==> config.mk <==
export PLATFORM = sky130hd
export DESIGN_NAME = arbitro_salida
export DESIGN_NICKNAME = d
export VERILOG_FILES = /design/src/rtl/arbitro_pkg.sv /design/src/rtl/rr_grant.sv /design/src/rtl/arbitro_salida.sv
export SDC_FILE = /design/constraint.sdc
export NUM_CORES = 1
export LEC_CHECK = 0
export ABC_CLOCK_PERIOD_IN_PS = 2100
export BUFFER_PORTS_ARGS = -buffer_cell sky130_fd_sc_hd__buf_4
export CAP_MARGIN = 20
export CORE_AREA = 4 4 87 89
export DETAILED_ROUTE_END_ITERATION = 8
export DIE_AREA = 0 0 91 93
export GPL_TIMING_DRIVEN = 0
export HOLD_SLACK_MARGIN = 0.05
export PLACE_DENSITY = 0.62
export SYNTH_ARGS = -nofsm -noshare
export SYNTH_HDL_FRONTEND = slang
export SYNTH_SLANG_ARGS = --single-unit
==> constraint.sdc <==
create_clock -name clk -period 2.1 [get_ports clk]
set_clock_uncertainty 0.2 [all_clocks]
set_input_delay 0.105 -clock clk [delete_from_list [all_inputs] [get_ports clk]]
set_output_delay 0.105 -clock clk [all_outputs]
set_load 0.005 [all_outputs]
==> src/rtl/arbitro_pkg.sv <==
// Shared definitions for the egress drain arbiter: FSM encodings, channel
// indices and the default FIFO word width.
package arbitro_pkg;

    localparam int DATA_W_DEF = 6;

    typedef enum logic [3:0] {
        IDLE = 4'b0001,
        POP  = 4'b0010,
        CAPT = 4'b0100,
        SEND = 4'b1000
    } state_t;

    localparam logic [1:0] CH4 = 2'd0;
    localparam logic [1:0] CH5 = 2'd1;
    localparam logic [1:0] CH6 = 2'd2;
    localparam logic [1:0] CH7 = 2'd3;

    function automatic logic [3:0] onehot4(input logic [1:0] idx);
        return 4'b0001 << idx;
    endfunction

endpackage

==> src/rtl/rr_grant.sv <==
// Four-way round-robin picker: first requester after the last-served index,
// wrapping modulo 4. Purely combinational.
module rr_grant (
    input  logic [3:0] req,
    input  logic [1:0] last,
    output logic [1:0] grant,
    output logic       any_req
);

    // Scan last+1 .. last+4 and keep the first hit
    always_comb begin
        logic       found;
        logic       hit;
        logic [1:0] idx;
        grant = last;
        found = 1'b0;
        hit   = 1'b0;
        idx   = last;
        for (int k = 1; k <= 4; k++) begin
            idx   = last + 2'(k);
            hit   = req[idx] & ~found;
            grant = hit ? idx : grant;
            found = found | req[idx];
        end
        any_req = |req;
    end

endmodule

==> src/rtl/arbitro_salida.sv <==
// Egress drain arbiter: pops one word at a time from a non-empty output FIFO
// in round-robin order and presents it on a valid/full egress port.
module arbitro_salida
    import arbitro_pkg::*;
#(
    parameter int DATA_W = DATA_W_DEF,
    parameter int CNT_W  = 8
) (
    input  logic              clk,
    input  logic              reset,
    input  logic              empty4,
    input  logic              empty5,
    input  logic              empty6,
    input  logic              empty7,
    input  logic [DATA_W-1:0] data4,
    input  logic [DATA_W-1:0] data5,
    input  logic [DATA_W-1:0] data6,
    input  logic [DATA_W-1:0] data7,
    input  logic              full_out,
    output logic              pop4,
    output logic              pop5,
    output logic              pop6,
    output logic              pop7,
    output logic [DATA_W-1:0] data_out,
    output logic              valid_out,
    output logic [1:0]        sel,
    output logic [CNT_W-1:0]  cnt4,
    output logic [CNT_W-1:0]  cnt5,
    output logic [CNT_W-1:0]  cnt6,
    output logic [CNT_W-1:0]  cnt7,
    output logic              idle
);

    state_t            state_r;
    logic [1:0]        last_r;
    logic [CNT_W-1:0]  cnt_r [4];
    logic [3:0]        req_s;
    logic [1:0]        grant_s;
    logic              any_req_s;
    logic [3:0]        pop_s;
    logic [DATA_W-1:0] data_mux_s;

    assign req_s = ~{empty7, empty6, empty5, empty4};

    rr_grant u_rr_grant (
        .req     (req_s),
        .last    (last_r),
        .grant   (grant_s),
        .any_req (any_req_s)
    );

    // Read strobe decode: only the served FIFO, only in POP
    always_comb begin
        pop_s = 4'b0000;
        if (state_r == POP) begin
            pop_s = onehot4(sel);
        end else begin
            pop_s = 4'b0000;
        end
    end

    assign {pop7, pop6, pop5, pop4} = pop_s;

    // Read-data mux for the served channel
    always_comb begin
        data_mux_s = data4;
        case (sel)
            CH4:     data_mux_s = data4;
            CH5:     data_mux_s = data5;
            CH6:     data_mux_s = data6;
            CH7:     data_mux_s = data7;
            default: data_mux_s = data4;
        endcase
    end

    assign cnt4 = cnt_r[0];
    assign cnt5 = cnt_r[1];
    assign cnt6 = cnt_r[2];
    assign cnt7 = cnt_r[3];

    // Drain FSM with registered egress outputs and delivery counters
    always_ff @(posedge clk) begin
        if (reset) begin
            state_r   <= IDLE;
            sel       <= CH4;
            last_r    <= CH7;
            data_out  <= '0;
            valid_out <= 1'b0;
            idle      <= 1'b1;
            for (int i = 0; i < 4; i++) begin
                cnt_r[i] <= '0;
            end
        end else begin
            case (state_r)
                IDLE: begin
                    if (any_req_s && !full_out) begin
                        sel     <= grant_s;
                        idle    <= 1'b0;
                        state_r <= POP;
                    end else begin
                        state_r <= IDLE;
                    end
                end
                POP: begin
                    state_r <= CAPT;
                end
                CAPT: begin
                    // FIFO data is valid one cycle after the pop strobe
                    data_out  <= data_mux_s;
                    valid_out <= 1'b1;
                    state_r   <= SEND;
                end
                SEND: begin
                    if (!full_out) begin
                        cnt_r[sel] <= cnt_r[sel] + CNT_W'(1);
                        last_r     <= sel;
                        valid_out  <= 1'b0;
                        idle       <= 1'b1;
                        state_r    <= IDLE;
                    end else begin
                        state_r <= SEND;
                    end
                end
                default: begin
                    state_r   <= IDLE;
                    sel       <= CH4;
                    last_r    <= CH7;
                    data_out  <= '0;
                    valid_out <= 1'b0;
                    idle      <= 1'b1;
                    for (int i = 0; i < 4; i++) begin
                        cnt_r[i] <= '0;
                    end
                end
            endcase
        end
    end

endmodule

==> impl_metrics.json <==
{
  "routed_wl_um": 6423,
  "path_clk_slew_ns": 0.09,
  "ff2ff_setup_slack_ns": 0.001,
  "yosysTopAreaCell": "edfxtp_1",
  "wl_per_cell_um": 16.47,
  "nFillCells": 599,
  "synth_top_area_share_pct": 37.96,
  "synth_enable_flop_cells": 32,
  "ys_warn_count": 0,
  "synth_top_cells_by_area": "edfxtp_1 38%, dfxtp_1 14%, mux4_2 12%, nor2_1 7.7%, xnor2_2 1.9%",
  "cts_root_buffer": "clkbuf_8",
  "dp_slack_ns": -0.3140,
  "syn_area_sq_um": 2531,
  "drc_errors": 0,
  "hold_ws_ns": 0.05809,
  "path_max_fanout": 6,
  "hold_viol_final": 0,
  "h-tree-depth": 2,
  "final_max_slew_viol_count": 0,
  "antenna_cells": 0,
  "die_area_sq_um": 8463,
  "num_rows": 30,
  "numCtsBuffers": 5,
  "required_ns": 1.95,
  "post-route-period-util_pct": 99.94,
  "worstRegToRegCells": 6,
  "grt-ovfl-total": 0,
  "dominantRegCellSynth": "edfxtp_1",
  "drv_cap": 0,
  "critPathKind": "reg -> reg",
  "syn_avg_cell_area_sq_um": 12.11,
  "hold_path.class": "in -> reg",
  "io_pins": 77,
  "regArea_sq_um": 1323,
  "synth_common_cells": "52 x nor2_1, 32 x edfxtp_1, 18 x dfxtp_1",
  "slew_headroom_pct": 65.35,
  "powerDensity_nw_per_um2": 675.5,
  "multi_input_area_sq_um": 1256,
  "arrival_ns": 1.95,
  "drive_gt1_share_pct": 47.10,
  "vias_per_cell": 5.159,
  "seq_area_frac_synth_pct": 52.20,
  "synth_seq_cells": 50,
  "syn_inst": 209,
  "gp_congestion": 0.7453,
  "period_needed_ns": 2.099,
  "ys_types": 47,
  "synth.net_count": 241,
  "die_h_um": 93,
  "fp.coreArea_sq_um": 6756,
  "grt_use_met2_pct": 27.77,
  "clkSinkCount": 50,
  "grt_pass1_wl_um": 10530,
  "yosysMostFrequentCell": "nor2_1",
  "finalPower_uw": 2431,
  "status": "finished clean",
  "grt_use_met1_pct": 19.17,
  "clk_path_buf_depth": 2,
  "dr.pass1.iters": 4,
  "syn_to_final_growth_pct": 42.17,
  "grt_pass1_vias": 2195,
  "grt_antenna_before_repair": 0,
  "setup_slack_ns": 0.001162,
  "reg2reg_to": "cnt_r[1][4]",
  "port_buffers": 76,
  "dp_hpwl_um": 4655,
  "peakVddDrop_uv": 267.6,
  "start_util_pct": 37.46,
  "finalSetupViolCount": 0,
  "endpoint": "cnt_r[1][4]",
  "top_usage_layer": "met2",
  "ys_async_sr_fraction_pct": 0,
  "startpoint_type": "flop",
  "grt_use_total_pct": 15.84,
  "grt_max_degree": 15,
  "cts_tree": "built",
  "nets": 341,
  "clock_latency_ns": 0.30,
  "die_x_um": 91,
  "rsz0062_at_grt": "true",
  "power_leakage_uw": 0.001535,
  "placed_area_sq_um": 3212,
  "ant_nets": 0,
  "via_count": 2012,
  "final_area_sq_um": 3598,
  "tightest_slew_ns": 0.5125,
  "use_met3_pct": 4.425,
  "drtIter0Drc": 112,
  "fmax_mhz": 476.5,
  "worst_setup_path_end_kind": "flop"
}
[power breakdown]
group | switching [uW] | internal [uW] | total, uW | leakage (uW)
logic | 269 | 284 | 552 | 0.000984
clock network | 312 | 383 | 695 | 0.0000593
registers | 49.2 | 1130 | 1180 | 0.000492
total | 630 | 1800 | 2430 | 0.00154
[layout by cell type (no fill, tap or decap), types with 3 or more instances in the layout]
| cell type | n |
|---|---|
| nor2_1 | 51 |
| nand2_8 | 3 |
| a21oi_1 | 6 |
| clkbuf_4 | 3 |
| inv_1 | 6 |
| mux4_2 | 13 |
| clkbuf_2 | 3 |
| xnor2_2 | 4 |
| o21ai_0 | 4 |
| a22oi_1 | 6 |
| edfxtp_1 | 32 |
| clkbuf_8 | 5 |
| nor3_1 | 4 |
| nand3_1 | 3 |
| a21o_1 | 3 |
| buf_4 | 90 |
| dfxtp_1 | 17 |
| nand2_4 | 3 |
| nand2_1 | 3 |
| dlygate4sd3_1 | 4 |
[layout make-up]
class / instances / area share [%]
Multi-Input combinational cell: 143 / 34.91
Sequential cell: 50 / 36.75
Tap cell: 80 / 2.782
Clock inverter: 1 / 0.8345
Clock buffer: 7 / 2.330
Buffer: 8 / 1.321
Inverter: 6 / 0.6259
Timing Repair Buffer: 95 / 20.45
[stage by stage]
stage | std cells | util, % | TNS [ns]
floorplan | 209 | - | 0
global placement | 365 | 47.54 | -10.80
detailed placement | 365 | 47.54 | -11.19
CTS | 391 | 53.15 | -0.01085
global route | 390 | 53.26 | -0.8451
finish | 390 | 53.26 | 0
[worst min-delay path by stage]
stage                   from     endpoint  slack [ns]  cells after the start
detailed placement     reset   state_r[3]        0.15                      2
floorplan              reset   state_r[3]       -0.01                      1
global route        data6[5]  data_out[5]        0.08                      4
global placement       reset   state_r[3]        0.15                      2
finish              data6[2]  data_out[2]        0.06                      4
CTS                 data7[3]  data_out[3]        0.05                      4
[per-layer routing]
metal	vias up	wire length, um
met4	0	23
li1	971	-
met2	76	3256
met5	-	0
met1	963	2666
met3	2	477
[cell families (layout without fill, tap and decap cells)]
logic type      count (synthesis)  after routing  synth area share (%)
compound gates                 29             29                 7.811
flops                          50             50                 52.20
fa+ha+maj                       1              1                0.4942
buf+inv                        16            117                 2.866
mux                            16             16                 13.40
simple gates                   89             89                 19.58
xor+xnor                        8              8                 3.658
[sequential cells by signal (all words and copies together), names as in the netlist, named ones only]
signal     cells
state_r        4
data_out       6
sel            2
idle           1
valid_out      1
cnt_r         32
last_r         2
[worst max-delay path: stages, from the launching register on]
cell and delay [ns]:
dfxtp_2 0.34, buf_6 0.13, mux4_2 0.57, ha_4 0.21
nand3_2 0.08, xor2_2 0.23, nor2_1 0.08
[timing repair]
| item | in CTS | in global routing |
|---|---|---|
| gates resized for setup | 21 | 5 |
| hold buffers | 4 | 0 |
| buffers inserted | 14 | 1 |
| pin swaps | 7 | 6 |
| setup endpoints to repair | 46 | 63 |
| endpoints found under the hold margin | 8 | 0 |
Power figures use the tool's default switching activity.
